==> src/rtl/adder_pipe_flow_ctrl_if.sv <==
// Stream and pipeline-control bundle between the adder flow controller and its neighbours.
// master = the flow controller; slave = producer/consumer/pipeline side.
interface adder_pipe_flow_ctrl_if #(
    parameter int WORD_WIDTH = 4,
    parameter int LAYERS     = 3,
    parameter int CNT_WIDTH  = 8
);
    logic [WORD_WIDTH-1:0] in_data;
    logic                  in_valid;
    logic                  in_ready;
    logic [WORD_WIDTH-1:0] input_vector;
    logic [LAYERS-1:0]     hold_signals;
    logic [WORD_WIDTH-1:0] pipe_sum;
    logic                  pipe_err;
    logic [WORD_WIDTH-1:0] out_data;
    logic                  out_valid;
    logic                  out_ready;
    logic                  out_err;
    logic                  alarm;
    logic [CNT_WIDTH-1:0]  err_count;
    logic [CNT_WIDTH-1:0]  drop_count;

    modport master (
        input  in_data, in_valid, pipe_sum, pipe_err, out_ready,
        output in_ready, input_vector, hold_signals, out_data, out_valid,
        output out_err, alarm, err_count, drop_count
    );

    modport slave (
        output in_data, in_valid, pipe_sum, pipe_err, out_ready,
        input  in_ready, input_vector, hold_signals, out_data, out_valid,
        input  out_err, alarm, err_count, drop_count
    );
endinterface

==> src/rtl/adder_pipe_flow_ctrl.sv <==
// Occupancy-tracking flow controller for the cascaded adder pipeline; result valid LAYERS cycles after accept.
// Backpressure ripples combinationally from out_ready to in_ready; pipe_err flushes, counts and latches alarm.
module adder_pipe_flow_ctrl #(
    parameter int WORD_WIDTH = 4,
    parameter int LAYERS     = 3,
    parameter int CNT_WIDTH  = 8
) (
    input  logic                   clk,
    input  logic                   rst,
    adder_pipe_flow_ctrl_if.master bus
);

    localparam logic [CNT_WIDTH-1:0] CNT_MAX = '1;
    localparam logic [CNT_WIDTH-1:0] CNT_ONE = {{(CNT_WIDTH-1){1'b0}}, 1'b1};

    logic [LAYERS-1:0]    occ_q;
    logic [LAYERS-1:0]    en;
    logic [LAYERS-1:0]    drain;
    logic [LAYERS-1:0]    occ_n;
    logic                 alarm_q;
    logic [CNT_WIDTH-1:0] err_cnt_q;
    logic [CNT_WIDTH-1:0] drop_cnt_q;
    logic [CNT_WIDTH-1:0] err_cnt_n;
    logic [CNT_WIDTH-1:0] drop_cnt_n;
    logic [CNT_WIDTH:0]   drop_sum;

    function automatic logic [CNT_WIDTH:0] count_ones(input logic [LAYERS-1:0] v);
        logic [CNT_WIDTH:0] c;
        c = '0;
        for (int i = 0; i < LAYERS; i++) begin
            c = c + (CNT_WIDTH+1)'(v[i]);
        end
        return c;
    endfunction

    // Evaluated top layer first: a layer may load only if it is empty or its
    // token moves on this cycle. Nothing here may look at pipe_err.
    always_comb begin
        logic [LAYERS:0]   src_ext;
        logic [LAYERS:0]   en_ext;
        logic [LAYERS-1:0] drain_v;
        src_ext          = {occ_q, bus.in_valid};
        en_ext           = '0;
        en_ext[LAYERS]   = bus.out_ready;
        drain_v          = '0;
        for (int k = LAYERS - 1; k >= 0; k--) begin
            drain_v[k] = en_ext[k+1];
            en_ext[k]  = src_ext[k] & (~occ_q[k] | drain_v[k]);
        end
        en    = en_ext[LAYERS-1:0];
        drain = drain_v;
    end

    assign occ_n = en | (occ_q & ~drain);

    assign bus.input_vector = bus.in_data;
    assign bus.hold_signals = ~en;
    assign bus.in_ready     = ~occ_q[0] | drain[0];
    assign bus.out_valid    = occ_q[LAYERS-1];
    assign bus.out_data     = bus.pipe_sum;
    assign bus.out_err      = bus.pipe_err;
    assign bus.alarm        = alarm_q;
    assign bus.err_count    = err_cnt_q;
    assign bus.drop_count   = drop_cnt_q;

    // Flushed tokens are those that would have been resident after this edge.
    always_comb begin
        drop_sum   = {1'b0, drop_cnt_q} + count_ones(occ_n);
        drop_cnt_n = drop_sum[CNT_WIDTH] ? CNT_MAX : drop_sum[CNT_WIDTH-1:0];
        err_cnt_n  = (err_cnt_q == CNT_MAX) ? CNT_MAX : err_cnt_q + CNT_ONE;
    end

    always_ff @(posedge clk) begin
        if (rst) begin
            occ_q      <= '0;
            alarm_q    <= 1'b0;
            err_cnt_q  <= '0;
            drop_cnt_q <= '0;
        end else if (bus.pipe_err) begin
            occ_q      <= '0;
            alarm_q    <= 1'b1;
            err_cnt_q  <= err_cnt_n;
            drop_cnt_q <= drop_cnt_n;
        end else begin
            occ_q      <= occ_n;
        end
    end

endmodule

==> src/flat_wrapper.sv <==
// flat-port wrapper written by rule: the top's interface ports become plain ports
module adder_pipe_flow_ctrl_flat 
#(
    parameter int WORD_WIDTH = 4,
    parameter int LAYERS     = 3,
    parameter int CNT_WIDTH  = 8
)
  (clk, rst, bus_in_data, bus_in_valid, bus_pipe_sum, bus_pipe_err, bus_out_ready, bus_in_ready, bus_input_vector, bus_hold_signals, bus_out_data, bus_out_valid, bus_out_err, bus_alarm, bus_err_count, bus_drop_count);
  adder_pipe_flow_ctrl_if #(.WORD_WIDTH(WORD_WIDTH), .LAYERS(LAYERS), .CNT_WIDTH(CNT_WIDTH)) bus_i ();
  input  logic clk;
  input  logic rst;
  input wire logic [$bits(bus_i.in_data)-1:0] bus_in_data;
  input wire logic [$bits(bus_i.in_valid)-1:0] bus_in_valid;
  input wire logic [$bits(bus_i.pipe_sum)-1:0] bus_pipe_sum;
  input wire logic [$bits(bus_i.pipe_err)-1:0] bus_pipe_err;
  input wire logic [$bits(bus_i.out_ready)-1:0] bus_out_ready;
  output wire logic [$bits(bus_i.in_ready)-1:0] bus_in_ready;
  output wire logic [$bits(bus_i.input_vector)-1:0] bus_input_vector;
  output wire logic [$bits(bus_i.hold_signals)-1:0] bus_hold_signals;
  output wire logic [$bits(bus_i.out_data)-1:0] bus_out_data;
  output wire logic [$bits(bus_i.out_valid)-1:0] bus_out_valid;
  output wire logic [$bits(bus_i.out_err)-1:0] bus_out_err;
  output wire logic [$bits(bus_i.alarm)-1:0] bus_alarm;
  output wire logic [$bits(bus_i.err_count)-1:0] bus_err_count;
  output wire logic [$bits(bus_i.drop_count)-1:0] bus_drop_count;
  assign bus_i.in_data = bus_in_data;
  assign bus_i.in_valid = bus_in_valid;
  assign bus_i.pipe_sum = bus_pipe_sum;
  assign bus_i.pipe_err = bus_pipe_err;
  assign bus_i.out_ready = bus_out_ready;
  assign bus_in_ready = bus_i.in_ready;
  assign bus_input_vector = bus_i.input_vector;
  assign bus_hold_signals = bus_i.hold_signals;
  assign bus_out_data = bus_i.out_data;
  assign bus_out_valid = bus_i.out_valid;
  assign bus_out_err = bus_i.out_err;
  assign bus_alarm = bus_i.alarm;
  assign bus_err_count = bus_i.err_count;
  assign bus_drop_count = bus_i.drop_count;
  adder_pipe_flow_ctrl #(.WORD_WIDTH(WORD_WIDTH), .LAYERS(LAYERS), .CNT_WIDTH(CNT_WIDTH)) u_core (.clk(clk), .rst(rst), .bus(bus_i));
endmodule
==> config.mk <==
export PLATFORM = sky130hd
export DESIGN_NAME = adder_pipe_flow_ctrl_flat
export DESIGN_NICKNAME = d
export VERILOG_FILES = /design/src/rtl/adder_pipe_flow_ctrl_if.sv /design/src/rtl/adder_pipe_flow_ctrl.sv /design/src/flat_wrapper.sv
export SDC_FILE = /design/constraint.sdc
export NUM_CORES = 1
export LEC_CHECK = 0
export ABC_AREA = 1
export CORE_MARGIN = 10
export CORE_UTILIZATION = 40
export CTS_CLUSTER_DIAMETER = 200
export DETAILED_ROUTE_END_ITERATION = 7
export PLACE_DENSITY_LB_ADDON = 0.05
export SYNTH_ARGS = -nofsm -noshare
export SYNTH_HDL_FRONTEND = slang
export SYNTH_SLANG_ARGS = --single-unit
export TNS_END_PERCENT = 30
==> constraint.sdc <==
create_clock -name clk -period 5.8 [get_ports clk]
set_input_delay 0.58 -clock clk [delete_from_list [all_inputs] [get_ports clk]]
set_output_delay 0.58 -clock clk [all_outputs]
set_load 0.03 [all_outputs]
Word level (Yosys, flattened, before mapping)

Cells that the tools add are included.

Bits in registers: 20
Bits of input ports: 13
Output and inout port bits: 31
Word-level logic and storage cells: 25

$add $sub $neg: 4
Equal/unequal tests: 1
Muxes and demuxes: 2
Bitwise logic cells: 13
Reductions and logical operators: 1

Operator list:

| operator              | count |
|---|---|
| $mux W8               | 2 |
| $add A8 B9 Y9         | 1 |
| $add A9 B1 Y9         | 1 |
| $add A8 B1 Y8 const B | 1 |
| $eq A8 B8 Y1 const B  | 1 |
| $not A3 Y3            | 2 |
| $and A1 B1 Y1         | 3 |
| $and A3 B3 Y3         | 1 |
| $not A1 Y1            | 3 |
| $or A1 B1 Y1          | 3 |
| $or A3 B3 Y3          | 1 |
| $add A1 B1 Y2         | 1 |
| $reduce_or A2 Y1      | 1 |

Logic depth before layout (Yosys ltp)

Gate-level depths: netlist (run 1).

Depth after elaboration: 12
Gate-level depth with buffers: 16
Mapped depth without buffers: 16

Least setup slack after synthesis (run 1)

Ideal clock, no wire load.

Path type: input to register
Start point: in bus_out_ready
End point: reg u_core.drop_cnt_q[4] (netlist: u_core.bus.drop_count[4])
Setup time: 71 ps
Data arrival time: 2682 ps
Required time: 5729 ps
Slack: 3047 ps
Stages: 14
Path buffers: 0
Cells stage by stage: inv_1 > nand2_1 > nor2_1 > nand2_1 > nand2_1 > ha_1 > inv_1 > fa_1 > fa_1 > nor2_1 > nand2_1 > o21bai_1 > nand2_1 > a21oi_1

Word-level cells in the longest chain between the ends: 11
Elaborated cells on any way between the ends: 13
Those cells by class: add/sub (3); mux (1); bitwise (9)

RTL lines:

| item                 | RTL line                   | RTL |
|---|---|---|
| from (decl)          | flat_wrapper.sv:16         | `input wire logic [$bits(bus_i.out_ready)-1:0] bus_out_ready;` |
| $or A1 B1 Y1         | adder_pipe_flow_ctrl.sv:48 | `en_ext[k] = src_ext[k] & (~occ_q[k] \| drain_v[k]);` |
| $and A1 B1 Y1        | adder_pipe_flow_ctrl.sv:48 |  |
| $or A1 B1 Y1         | adder_pipe_flow_ctrl.sv:48 |  |
| $and A1 B1 Y1        | adder_pipe_flow_ctrl.sv:48 |  |
| $or A1 B1 Y1         | n/a                        |  |
| via bus_in_ready     | flat_wrapper.sv:17         | `output wire logic [$bits(bus_i.in_ready)-1:0] bus_in_ready;` |
| $and A1 B1 Y1        | adder_pipe_flow_ctrl.sv:48 |  |
| $or A3 B3 Y3         | adder_pipe_flow_ctrl.sv:54 | `assign occ_n = en \| (occ_q & ~drain);` |
| via u_core.occ_n[0]  | adder_pipe_flow_ctrl.sv:19 | `logic [LAYERS-1:0] occ_n;` |
| $add A1 B1 Y2        | adder_pipe_flow_ctrl.sv:31 | `c = c + (CNT_WIDTH+1)'(v[i]);` |
| $add A9 B1 Y9        | adder_pipe_flow_ctrl.sv:31 |  |
| $add A8 B9 Y9        | adder_pipe_flow_ctrl.sv:68 | `drop_sum = {1'b0, drop_cnt_q} + count_ones(occ_n);` |
| $mux W8              | adder_pipe_flow_ctrl.sv:69 | `drop_cnt_n = drop_sum[CNT_WIDTH] ? CNT_MAX : drop_sum[CNT_WIDTH-1:0];` |
| to (signal assigned) | adder_pipe_flow_ctrl.sv:83 | `drop_cnt_q <= drop_cnt_n;` |
| to (decl)            | adder_pipe_flow_ctrl.sv:22 | `logic [CNT_WIDTH-1:0] drop_cnt_q;` |

The timed path passes the listed nets, and every way through them passes these cells.
A chain may end at the register's enable or synchronous reset.

Worst setup path after layout (run 1)

Start point: in bus_out_ready
End point: reg u_core.drop_cnt_q[3] (netlist: u_core.bus.drop_count[3])

Word-level cells in the longest chain between the ends: 11
Elaborated cells on any way between the ends: 13
Those cells by class: add/sub (3); mux (1); bitwise (9)

RTL lines:

| item                                           | RTL line |
|---|---|
| $or A1 B1 Y1 (*)                               | adder_pipe_flow_ctrl.sv:48 |
| $and A1 B1 Y1 (*)                              | adder_pipe_flow_ctrl.sv:48 |
| $or A1 B1 Y1 (*)                               | adder_pipe_flow_ctrl.sv:48 |
| $and A1 B1 Y1 (*)                              | adder_pipe_flow_ctrl.sv:48 |
| $or A1 B1 Y1 or $not A3 Y3 (tied branches)     | adder_pipe_flow_ctrl.sv:48, adder_pipe_flow_ctrl.sv:54 |
| $and A1 B1 Y1 or $and A3 B3 Y3 (tied branches) | adder_pipe_flow_ctrl.sv:48, adder_pipe_flow_ctrl.sv:54 |
| $or A3 B3 Y3 (*)                               | adder_pipe_flow_ctrl.sv:54 |
| via u_core.occ_n[0]                            | adder_pipe_flow_ctrl.sv:19 |
| $add A1 B1 Y2 (*)                              | adder_pipe_flow_ctrl.sv:31 |
| $add A9 B1 Y9 (*)                              | adder_pipe_flow_ctrl.sv:31 |
| $add A8 B9 Y9 (*)                              | adder_pipe_flow_ctrl.sv:68 |
| $mux W8 (*)                                    | adder_pipe_flow_ctrl.sv:69 |

Mark *: on every way through the listed nets, which the timed path passes. The rest lies on a longest branch.

==> key figures, run 1 <==
Synth
  – Synth top cells by count: 38 x nand2_1, 23 x inv_1, 20 x dfxtp_1, 15 x nor2_1, 14 x a21oi_1
  – Synth Cell Area: 0.00112 mm^2
  – Largest area contributor in the netlist: dfxtp_1
  – Synth Area in Simple Gates: around 30%
  – Post-synthesis compound-gate area fraction: under 10%
  – YS warnings: 0
  – Sequential share of the synthesized area: 35.6%
  – Ys flop type: dfxtp_1
  – Post-Synth XOR/XNOR Area: approximately 1.6%
  – Top post-synthesis cells by area: dfxtp_1 36%, nand2_1 13%, inv_1 7.7%
  – Top-count cell post-synth: nand2_1
  – Yosys cell types: 24
  – Post-synth ARST share: 0%
  – FF+latch count, synth: 20
  – Largest family of logic cells by synthesized area: simple AND/OR/NAND/NOR gates
  – Mux contribution to synthesized area: less than 1%
  – Mapped Cells: 159
  – Syn Nets: 177
  – EDFF count, synth: 0
  – Syn Area/Cell: 7.07 um^2
  – Post-synth top area share: 35.6%
  – Adder-Cell Fraction of Synth Area: 6.90%

Min path
  – Hold path start: u_core.bus.alarm$_SDFFE_PP0P_
  – Hold Crit Class: reg2reg

Worst setup path
  – Startpoint Class: input port
  – Critical path required time: roughly 6.0 ns
  – Origin of the critical flop-to-flop path: u_core.occ_q[2]$_SDFF_PP0_
  – Critical path class: in2reg
  – Crit-path cells: clkdlybuf4s50_1 -> inv_1 -> nand2_1 -> nor2_1 -> nand2_1 -> nand2_1 -> ha_1 -> inv_1 -> fa_1 -> fa_1 -> nor2_1 -> nand3b_4 -> nand2_1 -> nor2_1 -> nor2_1
  – Worst r2r path cells: 13
  – Crit path largest cell delay: 0.46 ns
  – Crit path DAT: 3.09 ns
  – Worst R2R Setup Slack: 3.39 ns
  – Crit. End Element: register
  – Reg-to-Reg End: u_core.bus.drop_count[3]$_SDFFE_PP0P_
  – WP depth: 15
  – Buf/Inv on CP: 3
  – Crit. Startpoint: bus_out_ready
  – Cell family contributing the most delay on the critical path: adder cells
  – Critical path peak fanout: 7
  – CP max-delay cell: clkdlybuf4s50_1
  – Critical path destination: u_core.bus.drop_count[3]$_SDFFE_PP0P_

Route
  – Routed Wire Length: around 2.5 mm
  – Vias per cell: 4.93
  – First-pass DRT Iterations: 4
  – Routed vias: slightly above 1000
  – Post-route ant nets: 0
  – Drt initial violations: 40
  – DR WL/cell: 11.9 um
  – DR DRC count: 0

STA
  – Slew HR: around 63%
  – Final Max Slew Viols: 0
  – Unrepaired setup endpoints after global routing: no
  – Skew final: 0.00879 ns
  – Fin crit share: 49.2%
  – Hold slack final: 0.479 ns
  – Hold Vio Cnt, Final: 0
  – Actual slew at the worst max-slew pin: 0.548 ns
  – Period minus WS final: 2.86 ns
  – F_max: 0.350 GHz
  – Final TNS setup: 0 ns
  – Final setup viols: 0

Clock network
  – CTS tree: done
  – Htree depth: 1
  – Clock sinks: 20
  – Clk slew on worst S/H paths: 0.10 ns
  – Total CTS buffers: 3
  – Hold-fix buffer count after cts: 0
  – Clk buf depth: 2
  – Worst-Skew Late Latency: ~0.30 ns
  – Cts repair resizes: 0
  – Post-CTS Setup Inserts: 0
  – Root Driver: clkbuf_4

Global routing
  – Overflow after GRT: 0
  – Vias in the first global route: 942
  – First-pass GRT wire length: 4.37 mm
  – Total GRT Usage: 10.0%
  – Largest net degree at the start of global routing: 16
  – Initial antenna violation count: 0

Power
  – Pwr dens: 189 mW/mm^2
  – Worst vdd ir: around 130 uV
  – Leakage power: 0.606 nW

Run
  – Number of max-cap violations: 0

Place
  – DP Wirelength: 1.97 mm
  – Number of port buffers: 27
  – GPL Wtd Cong: 0.786

Die
  – Die area: 0.00533 mm^2
  – Core ar.: between 0.002 and 0.003 mm^2
  – Cell Rows: 19
  – Initial core utilization: 41.1%
  – Die height: 73.0 um
  – Boundary Pins: 44
  – Die X-Extent: around 73 um

Finish
  – Filler cells: approximately 280
  – Number of nets in the layout: 198
  – Layout cells sized above 1: 5.03%
  – Area Growth Syn to Fin: 23.7%
  – Diode count: 0

Outcome
  – Run status: complete, no violations
-- how the worst min path moves through the flow --
stage,to,cells after the start
CTS,u_core.bus.alarm$_SDFFE_PP0P_,2
global route,u_core.bus.alarm$_SDFFE_PP0P_,2
floorplan,u_core.occ_q[1]$_SDFF_PP0_,2
global placement,u_core.bus.alarm$_SDFFE_PP0P_,2
detailed placement,u_core.bus.alarm$_SDFFE_PP0P_,2
finish,u_core.bus.alarm$_SDFFE_PP0P_,2
-- registers in the layout (all words and copies together), names as in the netlist --
| signal | count |
|---|---|
| u_core.bus.alarm | 1 |
| u_core.bus.drop_count | 8 |
| u_core.occ_q | 3 |
| u_core.bus.err_count | 8 |
-- layer usage --
layer / track usage [%] / routed length [um]
met1: 12.8 / 1100
met2: 14.5 / 1120
met3: 5.31 / 268
met4: 1.90 / 18
met5: 0 / 0
-- logic make-up (layout without fill, tap and decap cells) --
kind of cell	count (synthesis)	in the layout
compound gates	21	21
simple gates	74	74
mux	1	1
xor+xnor	2	2
buf+inv	36	56
fa+ha+maj	5	5
flops	20	20
-- worst register-to-register path: cells and delay by family (launching register included) --
kind / cells / cell delay (ns)
buffers and inverters: 1 / 0.04
adders and majority gates: 3 / 1.10
and+or+nand+nor: 9 / 0.87
DFF: 1 / 0.34
-- cell usage in the layout (no fill, tap or decap) --
master            n
xnor2_1           1
nor2_2            1
nor3b_1           1
o21ai_0           5
nor3_1            2
a21oi_1          14
inv_1            23
o21a_1            1
nand3b_1          2
nor2_1           15
ha_1              3
clkdlybuf4s50_1  27
xor2_1            1
clkbuf_4          3
nand3_1          11
nand3b_4          1
clkbuf_8          1
nor2_4            1
o21bai_1          1
nand2_1          38
fa_1              2
dfxtp_1          20
mux2i_1           1
inv_2             2
nand4_1           2
-- area by class of cell --
cell class / instances / area (um^2) / area share (%)
Inverter: 25 / 93.8 / 6.74
Clock buffer: 4 / 36.3 / 2.61
Timing Repair Buffer: 27 / 270 / 19.4
Tap cell: 31 / 38.8 / 2.79
Sequential cell: 20 / 400 / 28.8
Multi-Input combinational cell: 103 / 552 / 39.7
-- report_power, final --
group          leakage (nW)  switching [mW]  total [mW]  internal [mW]
clock                0.0210          0.0420      0.0803         0.0383
combinational         0.423          0.0227      0.0385         0.0158
sequential            0.163         0.00333       0.144          0.141
total                 0.606          0.0681       0.263          0.195
-- stage by stage --
| stage | cell area (um^2) | utilization [%] | std cells | total power [mW] | worst slack [ns] |
|---|---|---|---|---|---|
| 2_1_floorplan | 1120 | - | 159 | 0.182 | 3.05 |
| 3_3_place_gp | 1360 | 49.6 | 206 | 0.186 | 2.69 |
| 3_5_place_dp | 1360 | 49.6 | 206 | 0.187 | 2.61 |
| 4_1_cts | 1390 | 50.9 | 210 | 0.270 | 2.94 |
| 5_1_grt | 1390 | 50.9 | 210 | 0.279 | 2.70 |
| 6_report | 1390 | 50.9 | 210 | 0.263 | 2.94 |
(Power assumes the default switching activity.)
==> run 2, diff against run 1 <==
==> constraint.sdc (replaced) <==
create_clock -name clk -period 2.7 [get_ports clk]
set_input_delay 0.27 -clock clk [delete_from_list [all_inputs] [get_ports clk]]
set_output_delay 0.27 -clock clk [all_outputs]
set_load 0.03 [all_outputs]
==> run 2 against run 1 <==
Against the previous run:
- clock power increased by 79%
- utilization increased by 0.69 points
- largest cell class unchanged
- worst setup slack got worse by 2.7 ns
==> key figures, run 2 (synthesis results as in run 1) <==
STA
  – Fin crit share: 91.7%
  – Period minus WS final: 2.48 ns
  – Hold Vio Cnt, Final: 0 (unchanged)
  – F_max: 0.404 GHz
  – Slew HR: 68.4% (+5.0 points)
  – Actual slew at the worst max-slew pin: 0.473 ns (-0.0746 ns)
  – Final Max Slew Viols: 0 (unchanged)
  – Unrepaired setup endpoints after global routing: no
  – Final setup viols: 0 (unchanged)
  – Skew final: 0.000980 ns (-0.00781 ns)

Place
  – GPL Wtd Cong: 0.785 (-0.18%)
  – Number of port buffers: 27 (unchanged)
  – DP Wirelength: 1.96 mm (-0.92%)
  – Placed insts: 210 (+1.9%)

Route
  – DR DRC count: 0 (unchanged)
  – Wire length on met3: 261 um (-2.6%)
  – First-pass DRT Iterations: 4 (unchanged)
  – Vias per cell: 4.88 (-1.0%)
  – Wire length on met2: 1.13 mm (+1.2%)
  – Top Layer Used: met4
  – Post-route ant nets: 0 (unchanged)
  – Drt initial violations: 27 (-33%)
  – DR WL/cell: 12.1 um (+1.5%)
  – Routed Wire Length: 2.58 mm (+2.9%)
  – Detailed-route wire length on metal 1: 1.15 mm (+4.4%)
  – Routed vias: 1040 (+0.39%)

Worst setup path
  – Crit. End Element: register
  – Critical path peak fanout: 7 (unchanged)
  – Crit path DAT: 2.72 ns (-0.37 ns)
  – Critical path class: in2reg
  – Critical path required time: 2.94 ns (-3.09 ns)
  – Startpoint Class: input port

Power
  – Combinational share of power: 15.9% (+1.3 points)
  – Psw: 0.149 mW (+120%)
  – Total power: 0.540 mW (+110%)
  – Share of total power in sequential cells: 57.4% (+2.5 points)
  – Pwr dens: 383 mW/mm^2 (+100%)
  – Sw Share: 27.6% (+1.8 points)
  – Clock share of power: 26.7% (-3.8 points)
  – Pint: 0.391 mW (+100%)
  – Leakage power: 0.617 nW (+1.7%)
  – Worst vdd ir: 246 uV (+91%)

Clock network
  – Clk slew on worst S/H paths: 0.11 ns (about the same)
  – Clock sinks: 20 (unchanged)
  – Worst-Skew Late Latency: 0.30 ns (about the same)
  – Root Driver: clkbuf_4
  – CTS tree: done
  – Total CTS buffers: 3 (unchanged)
  – Clk buf depth: 2 (unchanged)
  – Post-CTS Setup Inserts: 0 (unchanged)
  – Htree depth: 1 (unchanged)

Global routing
  – Initial antenna violation count: 0 (unchanged)
  – Vias in the first global route: 959 (+1.8%)
  – Largest net degree at the start of global routing: 15 (-1)
  – First-pass GRT wire length: 4.38 mm (+0.32%)
  – Overflow after GRT: 0 (unchanged)
  – Total GRT Usage: 10.1% (+0.074 points)

Die
  – Boundary Pins: 44 (unchanged)
  – Die area: 0.00533 mm^2 (unchanged)
  – Die height: 73.0 um (unchanged)
  – Core ar.: 0.00273 mm^2 (unchanged)
  – Die X-Extent: 73.0 um (unchanged)
  – Cell Rows: 19 (unchanged)
  – Initial core utilization: 41.1% (unchanged)

Finish
  – Number of nets in the layout: 202 (+2.0%)
  – Layout cells sized above 1: 7.14% (+2.1 points)
  – Area Growth Syn to Fin: 25.4%
  – Final non-filler cell total: 213 (+1.4%)
  – Diode count: 0 (unchanged)
  – Commonest non-fill, non-tap cell in the layout: nand2_1
  – Most frequent cells in the layout: 38 x nand2_1, 27 x clkdlybuf4s50_1, 23 x inv_1, 20 x dfxtp_1

Run
  – Number of max-cap violations: 0 (unchanged)

Outcome
  – Run status: complete, no violations

Min path
  – Hold Crit Class: reg2reg
run 2: critical path, stage by stage:
cell and delay [ns]:
clkdlybuf4s50_1 0.45, inv_1 0.05, nand2_1 0.07, nor2_1 0.05
nand2_1 0.07, nand2_1 0.06, ha_1 0.27, inv_1 0.04
fa_1 0.39, fa_1 0.44, nor2_1 0.21, nand3b_4 0.14
nand2_1 0.09, nor2_1 0.04, nor2_1 0.07
run 2: stage by stage:
step | utilization, % | TNS (ns) | area [um^2] | worst slack (ns) | hold slack [ns]
4_1_cts | 51.5 | 0 | 1410 | 0.218 | 0.478
3_5_place_dp | 50.7 | -0.499 | 1390 | -0.105 | 0.452
5_1_grt | 51.6 | 0 | 1410 | 0.0156 | 0.512
3_3_place_gp | 50.7 | -0.169 | 1390 | -0.0517 | 0.444
6_report | 51.6 | 0 | 1410 | 0.223 | 0.475
2_1_floorplan | - | 0 | 1120 | 0.0806 | 0.423
run 2: what timing repair did:
action	CTS	global route
setup endpoints to repair	0	1
hold buffers	0	0
resized for setup	0	1
run 2: final timing paths:
kind	from	endpoint	slack [ns]	cells after the start
worst max-delay path	bus_out_ready	u_core.bus.drop_count[3]$_SDFFE_PP0P_	0.22	15
worst min-delay path	u_core.bus.alarm$_SDFFE_PP0P_	u_core.bus.alarm$_SDFFE_PP0P_	0.47	2
worst max register to register	u_core.occ_q[2]$_SDFF_PP0_	u_core.bus.drop_count[3]$_SDFFE_PP0P_	0.35	13
worst min register to register	u_core.bus.alarm$_SDFFE_PP0P_	u_core.bus.alarm$_SDFFE_PP0P_	0.47	2
run 2: cell type report:
class                   instances  area, um^2
flip-flops and latches         20         400
clock buffers                   3        22.5
well taps                      31        38.8
fillers                       293        1320
repair buffers                 31         300
inverters                      25        93.8
multi-input cells             103         554
run 2: power by group through the flow:
stage / clock network (mW) / registers (mW) / logic, mW
floorplan: 0 / 0.330 / 0.0607
global placement: 0 / 0.317 / 0.0857
detailed placement: 0 / 0.317 / 0.0861
CTS: 0.151 / 0.310 / 0.0864
global route: 0.162 / 0.312 / 0.0947
finish: 0.144 / 0.310 / 0.0859
run 2: per-layer routing:
layer  global-route usage (%)  vias up
met4                     5.06        0
met1                     11.7      457
met5                        0        -
met2                     15.7       39
li1                         -      538
met3                     3.95        6
